--- config.mk ---
export PLATFORM = sky130hd
export DESIGN_NAME = vga_timing_gen
export DESIGN_NICKNAME = d
export VERILOG_FILES = /design/src/rtl/vga_timing_gen.sv
export SDC_FILE = /design/constraint.sdc
export NUM_CORES = 1
export LEC_CHECK = 0
export ABC_CLOCK_PERIOD_IN_PS = 2500
export BUFFER_PORTS_ARGS = -buffer_cell sky130_fd_sc_hd__buf_2
export CAP_MARGIN = 20
export CORE_MARGIN = 3
export CORE_UTILIZATION = 54
export CTS_BUF_LIST = sky130_fd_sc_hd__clkbuf_16
export CTS_CLUSTER_SIZE = 10
export DETAILED_ROUTE_END_ITERATION = 8
export GPL_TIMING_DRIVEN = 1
export MAX_ROUTING_LAYER = met4
export PLACE_DENSITY = 0.86
export SKIP_LAST_GASP = 1
export SYNTH_ARGS = -nofsm -noshare
export SYNTH_HDL_FRONTEND = slang
export SYNTH_SLANG_ARGS = --single-unit
--- constraint.sdc ---
create_clock -name dclk -period 2.5 [get_ports dclk]
set_clock_uncertainty 0.2 [all_clocks]
set_input_delay 0.5 -clock dclk [delete_from_list [all_inputs] [get_ports dclk]]
set_output_delay 0.5 -clock dclk [all_outputs]
set_load 0.02 [all_outputs]
--- src/rtl/vga_timing_gen.sv ---
`default_nettype none
// ============================================================================
//  Module      : vga_timing_gen
//  Description : Parametrised VGA/DVI raster timing generator. Issues pixel
//                requests ahead of the output stage so a source with
//                SRC_LAT enabled cycles of latency can supply colour.
//                Colour and delayed timing are registered together.
//  Revision    : 1.0 - initial release
// ============================================================================
module vga_timing_gen #(
    parameter int H_ACTIVE = 640,
    parameter int H_FP     = 16,
    parameter int H_SYNC   = 96,
    parameter int H_BP     = 48,
    parameter int V_ACTIVE = 480,
    parameter int V_FP     = 10,
    parameter int V_SYNC   = 2,
    parameter int V_BP     = 29,
    parameter bit HS_POL   = 1'b0,
    parameter bit VS_POL   = 1'b0,
    parameter int R_W      = 3,
    parameter int G_W      = 3,
    parameter int B_W      = 2,
    parameter int CW       = 10,
    parameter int SRC_LAT  = 1
) (
    input  logic           dclk,
    input  logic           clr,
    input  logic           ce,
    output logic           px_req,
    output logic [CW-1:0]  px_x,
    output logic [CW-1:0]  px_y,
    input  logic [R_W-1:0] i_red,
    input  logic [G_W-1:0] i_green,
    input  logic [B_W-1:0] i_blue,
    output logic           hsync,
    output logic           vsync,
    output logic           de,
    output logic [R_W-1:0] red,
    output logic [G_W-1:0] green,
    output logic [B_W-1:0] blue,
    output logic           line_start,
    output logic           frame_start
);

    localparam int C_H_TOTAL = H_SYNC + H_BP + H_ACTIVE + H_FP;
    localparam int C_V_TOTAL = V_SYNC + V_BP + V_ACTIVE + V_FP;
    localparam int C_H_START = H_SYNC + H_BP;
    localparam int C_H_END   = C_H_START + H_ACTIVE;
    localparam int C_V_START = V_SYNC + V_BP;
    localparam int C_V_END   = C_V_START + V_ACTIVE;

    localparam logic [CW-1:0] C_H_LAST = CW'(C_H_TOTAL - 1);
    localparam logic [CW-1:0] C_V_LAST = CW'(C_V_TOTAL - 1);
    localparam logic [CW-1:0] C_H_OFS  = CW'(C_H_START);
    localparam logic [CW-1:0] C_V_OFS  = CW'(C_V_START);

    // Timing tap bit positions inside one pipeline stage
    localparam int C_B_HS   = 4;
    localparam int C_B_VS   = 3;
    localparam int C_B_ACT  = 2;
    localparam int C_B_LINE = 1;
    localparam int C_B_FRM  = 0;

    logic [CW-1:0] r_hc;
    logic [CW-1:0] r_vc;
    logic [31:0]   w_hc_ext;
    logic [31:0]   w_vc_ext;
    logic          w_h_act;
    logic          w_v_act;
    logic          w_active;
    logic [4:0]    w_tap;
    logic [4:0]    w_dly;
    logic [4:0]    r_pipe [SRC_LAT];

    logic           r_hsync;
    logic           r_vsync;
    logic           r_de;
    logic [R_W-1:0] r_red;
    logic [G_W-1:0] r_green;
    logic [B_W-1:0] r_blue;
    logic           r_line_start;
    logic           r_frame_start;

    // Raster position counters; vertical advances on the horizontal wrap
    always_ff @(posedge dclk or posedge clr) begin
        if (clr) begin
            r_hc <= '0;
            r_vc <= '0;
        end else if (ce) begin
            if (r_hc == C_H_LAST) begin
                r_hc <= '0;
                r_vc <= (r_vc == C_V_LAST) ? '0 : r_vc + 1'b1;
            end else begin
                r_hc <= r_hc + 1'b1;
            end
        end
    end

    // Region decode is done on 32-bit copies so region ends equal to 2**CW are safe
    assign w_hc_ext = 32'(r_hc);
    assign w_vc_ext = 32'(r_vc);
    assign w_h_act  = (w_hc_ext >= 32'(C_H_START)) && (w_hc_ext < 32'(C_H_END));
    assign w_v_act  = (w_vc_ext >= 32'(C_V_START)) && (w_vc_ext < 32'(C_V_END));
    assign w_active = w_h_act && w_v_act;

    assign px_req = w_active;
    assign px_x   = w_active ? (r_hc - C_H_OFS) : '0;
    assign px_y   = w_active ? (r_vc - C_V_OFS) : '0;

    assign w_tap[C_B_HS]   = w_hc_ext < 32'(H_SYNC);
    assign w_tap[C_B_VS]   = w_vc_ext < 32'(V_SYNC);
    assign w_tap[C_B_ACT]  = w_active;
    assign w_tap[C_B_LINE] = (r_hc == '0);
    assign w_tap[C_B_FRM]  = (r_hc == '0) && (r_vc == '0);

    // First delay stage captures the current position's timing flags
    always_ff @(posedge dclk or posedge clr) begin
        if (clr) begin
            r_pipe[0] <= '0;
        end else if (ce) begin
            r_pipe[0] <= w_tap;
        end
    end

    // Remaining delay stages match the pixel source latency
    for (genvar gi = 1; gi < SRC_LAT; gi++) begin : g_pipe
        // Shift one stage forward on each enabled cycle
        always_ff @(posedge dclk or posedge clr) begin
            if (clr) begin
                r_pipe[gi] <= '0;
            end else if (ce) begin
                r_pipe[gi] <= r_pipe[gi-1];
            end
        end
    end

    assign w_dly = r_pipe[SRC_LAT-1];

    // Output stage: delayed timing registered together with the returned colour
    always_ff @(posedge dclk or posedge clr) begin
        if (clr) begin
            r_hsync       <= ~HS_POL;
            r_vsync       <= ~VS_POL;
            r_de          <= 1'b0;
            r_red         <= '0;
            r_green       <= '0;
            r_blue        <= '0;
            r_line_start  <= 1'b0;
            r_frame_start <= 1'b0;
        end else if (ce) begin
            r_hsync       <= w_dly[C_B_HS] ? HS_POL : ~HS_POL;
            r_vsync       <= w_dly[C_B_VS] ? VS_POL : ~VS_POL;
            r_de          <= w_dly[C_B_ACT];
            r_red         <= w_dly[C_B_ACT] ? i_red   : '0;
            r_green       <= w_dly[C_B_ACT] ? i_green : '0;
            r_blue        <= w_dly[C_B_ACT] ? i_blue  : '0;
            r_line_start  <= w_dly[C_B_LINE];
            r_frame_start <= w_dly[C_B_FRM];
        end
    end

    assign hsync       = r_hsync;
    assign vsync       = r_vsync;
    assign de          = r_de;
    assign red         = r_red;
    assign green       = r_green;
    assign blue        = r_blue;
    assign line_start  = r_line_start;
    assign frame_start = r_frame_start;

endmodule
`default_nettype wire
## Word level (Yosys, flattened, before mapping)

Index checks and enable logic that the tools add are counted.

- Bits in registers: 38

- Add/sub/neg operators: 4
- Order comparisons: 6
- Equality and inequality tests: 2
- Multiplexer cells: 9
- Reductions and logical operators: 7

Operator list:

| operator | count |
|---|---|
| $mux 10 | 4 |
| $add 10x1->10 const B | 2 |
| $eq 10x10->1 const B | 2 |
| $logic_not 10->1 | 2 |
| $ge 10x5->1 const B | 1 |
| $ge 10x8->1 const B | 1 |
| $lt 10x10->1 const B | 1 |
| $lt 10x2->1 const B | 1 |
| $lt 10x7->1 const B | 1 |
| $lt 10x9->1 const B | 1 |
| $sub 10x5->10 const B | 1 |
| $sub 10x8->10 const B | 1 |
| $mux 3 | 2 |
| $logic_and 1x1->1 | 4 |
| $mux 1 | 2 |
| $mux 2 | 1 |
| $reduce_and 2->1 | 1 |

## Longest topological paths before layout

- Word-level depth: 4
- Mapped depth: 7

## Least setup slack after synthesis

Ideal clock, no wire load.

- Path type: register to output
- From: register r_hc[4]
- To: output port px_x[7]
- Data arrival time: 1.937 ns
- Required time: 1.800 ns
- Path slack: -0.137 ns
- Stages on the path, launching flop included: 7
- Path buffers: 0
- Cell sequence: dfrtp_1 > inv_1 > ha_1 > or3b_1 > a31oi_1 > o2111ai_2 > nor3_1

- Longest elaborated chain between the ends: 4
- Elaborated cells between the ends (all ways): 6

RTL lines:

| item | RTL line | text |
|---|---|---|
| start: declaration | 65 | `logic [CW-1:0] r_hc;` |
| start signal: assignment | 95 | `r_hc <= r_hc + 1'b1;` |
| $ge 10x8->1 or $lt 10x10->1 (tied branches) | 103 | `assign w_h_act = (w_hc_ext >= 32'(C_H_START)) && (w_hc_ext < 32'(C_H_END));` |
| $logic_and 1x1->1 | 103 |  |
| $logic_and 1x1->1 | 105 | `assign w_active = w_h_act && w_v_act;` |
| $mux 10 * | 108 | `assign px_x = w_active ? (r_hc - C_H_OFS) : '0;` |
| end: declaration | 31 | `output logic [CW-1:0] px_x,` |

Every way passes the cells marked *; elsewhere a longest branch is shown, timed or not.

## Worst setup path in the final report

Same ends and word-level chain as after synthesis.

==> results.txt <==
root buffer cell - clkbuf_16
final setup vio count - 21
max-cap check violation count - 0
total power - 2.21 mW
global-route wire length before repair - 10300 µm
largest family of logic cells by synthesized area - simple AND/OR/NAND/NOR gates
Synth cell types - 41
total number of vias - 2125
Chip Width - 69.3 µm
Tcrit/Tclk final - 1.14
CTS Buffer Depth - 2
largest net degree at the start of global routing - 39
share of layout cells above drive strength 1 - 0.386
GR Overflow Total - 0
Sequential Power Share - 0.328
WL final - 6340 µm
relative slew slack - 0.623
post-synth net total - 264
Post-synth EDFFs - 0
number of remaining DRC errors - 0
Int Power - 1.55 mW
compound-cell area share of the yosys netlist - 0.124
area of the mapped netlist - 2170 µm²
#FFs+latches synth - 38
Ports - 45
Iter 0 DRT Violations - 243
latest clock arrival within the worst-skew pair - 0.28 ns
NetSw - 0.652 mW
crit end category - output port
CTS tree - built
placed insts - 348
WP data required - 1.80 ns
Max IR drop VDD - 614 µV
Synth Area in Simple Gates - 0.212
sw frac - 0.295
gp weighted congestion - 0.874
Hold Fails Final Rpt - 0
num rows - 22
Slew Limit Fails - 0
die height - 69.3 µm
vias in the first global route - 2109
Die ar. - 4810 µm²
slack of the critical path - -0.344 ns
antenna viol nets, final - 0
reg2reg start - r_hc[0]$_DFFE_PP0P_
sequential share of the synthesized area - 0.440
Final #Nets - 329
initial antenna violation count - 0
Fmax - 0.352 GHz
setup TNS - -6.62 ns
final cell count without fillers - 359
syn avg cell area - 8.84 µm²
worst flop-to-flop path endpoint - r_vc[5]$_DFFE_PP0P_
Layout area overhead - 43.4%
Combinational Power Share - 0.302
Worst-Margin Slew - 0.561 ns
register area - 953 µm²
failing checks - negative setup slack
per-cell routed wire length - 17.7 µm
Synth warnings - 0
Most used DFF post-synth - dfrtp_1
CTS Buf Count - 5
critical path endpoint - px_x[7]
TritonCTS sink count - 38
worst hold path type - in -> async
RSZ-0062 raised after global routing - true
drt first pass iters - 4
kind of critical path - reg -> out
asr flop ratio synth - 1.00
Tmin final - 2.84 ns
leakage power - 1.44 nW
Starting Density - 0.574
P per Cell Area - 710 nW/µm²
GRT Resource Usage Total - 0.277
Fillers - 222
CP Max Fanout - 7
Clk pwr share - 0.371
ANT cells - 0
Post-DP HPWL - 3640 µm
core footprint - 3770 µm²
area of the multi-input gates - 1210 µm²
DR vias/cell - 5.92
htree depth - 2
Worst setup startpoint - r_hc[4]$_DFFE_PP0P_
multiplexer share of the synthesized area - 0.0399
CP Data Arrival Time - 2.14 ns
Clock transition at path regs - 0.06 ns
outcome - complete, but fails checks
Cells after Synth - 245
post-synthesis xor/xnor area fraction - 0.0526
IO buf count - 44
post-synthesis adder-cell area fraction - 0.0462
FF-to-FF setup slack - 0.24 ns
Setup crit start kind - flip-flop
reg2reg path depth - 6
## routing by layer
metal  up-vias  track usage  share of wire
li1        959            -              -
met1      1038        0.335           0.39
met2       108        0.484           0.52
met3        20       0.0362          0.058
met4         0       0.0803          0.029
met5         -            -              0
## synth_stat cells, drive strengths merged (4+ instances only)
| cell type | count | area (µm²) |
|---|---|---|
| dfrtp | 36 | 901 |
| clkbuf | 7 | 26.3 |
| ha | 8 | 100 |
| nor3 | 5 | 25.0 |
| nor2 | 23 | 88.8 |
| buf | 9 | 56.3 |
| nand4 | 5 | 31.3 |
| mux2 | 5 | 56.3 |
| inv | 27 | 101 |
| nand2 | 24 | 92.6 |
| xor2 | 5 | 43.8 |
| or3 | 4 | 25.0 |
| a21oi | 7 | 42.5 |
| xnor2 | 8 | 70.1 |
| nand3 | 9 | 45.0 |
| a31oi | 4 | 25.0 |
| o21ai | 25 | 125 |
| o31ai | 4 | 30.0 |
## cell usage in the layout, fill, tap and decap left out, drive strengths merged, types with 2 or more instances in the layout
cell,n
mux2i,3
o22ai,2
and2,2
nand2b,3
dfrtp,36
mux2,5
nand2,24
a31oi,4
xnor2,8
ha,8
or2,2
nand4,5
nand4b,2
or3,4
dfstp,2
clkbuf,6
inv,27
nor3,5
bufinv,2
nand3,9
o31ai,4
o21ai,25
buf,73
and4,2
a21oi,7
xor2,5
nor2,23
nor4,3
## per-stage QoR
stage	setup slack (ns)	instance area [µm²]	utilization	hold slack, ns
6_report	-0.344	3110	0.824	0.129
5_1_grt	-0.405	3110	0.824	0.185
4_1_cts	-0.321	3050	0.809	0.158
3_5_place_dp	-0.106	2620	0.694	0.297
3_3_place_gp	-0.0181	2620	0.694	0.287
2_1_floorplan	-0.109	2200	-	0.279
## flip-flops by register name, summed over array words and instances, names as in the netlist, 2 cells and up
register  count
green         3
r_hc         10
red           3
r_vc         10
blue          2
r_pipe        5
## power groups by stage
stage	registers [mW]	logic, mW	clock network (mW)
5_1_grt	0.728	0.716	0.849
4_1_cts	0.718	0.611	0.813
6_report	0.723	0.665	0.818
3_5_place_dp	0.719	0.535	0
2_1_floorplan	0.745	0.270	0
3_3_place_gp	0.717	0.512	0
## worst max-delay path: stages, from the launching register on
cell	delay (ns)
dfrtp_1	0.40
inv_2	0.08
ha_4	0.14
or3b_4	0.40
a31oi_4	0.17
o2111ai_4	0.20
buf_12	0.22
nor3_4	0.12
buf_6	0.14
## timing repair
action | 4_1_cts | 5_1_grt
gates resized for setup | 59 | 14
gates cloned | 1 | 0
setup buffers | 2 | 0
setup endpoints to repair | 21 | 21
hold buffers | 0 | 0
pin swaps | 10 | 3
## cells by family (layout without fill, tap and decap cells)
kind of cell	count (synthesis)	count (layout)
muxes	8	8
AOI/OAI and AO/OA	45	45
adders and majority gates	8	8
xor gates and xnor gates	13	13
and+or+nand+nor	90	90
DFF	38	38
buffers and inverters	43	109
## layout make-up
type / count / area share
tap: 48 / 0.0193
sequential: 38 / 0.307
inverter: 27 / 0.0326
clock inverter: 3 / 0.0205
multi-input combinational: 164 / 0.390
timing repair buffer: 74 / 0.190
clock buffer: 5 / 0.0403
## worst min-delay path by stage
stage | to | slack [ns]
2_1_floorplan | frame_start$_DFFE_PP0P_ | 0.28
3_3_place_gp | frame_start$_DFFE_PP0P_ | 0.29
3_5_place_dp | frame_start$_DFFE_PP0P_ | 0.30
4_1_cts | r_hc[9]$_DFFE_PP0P_ | 0.16
5_1_grt | green[2]$_DFFE_PP0P_ | 0.19
6_report | blue[0]$_DFFE_PP0P_ | 0.13
Power figures use the tool's default switching activity.
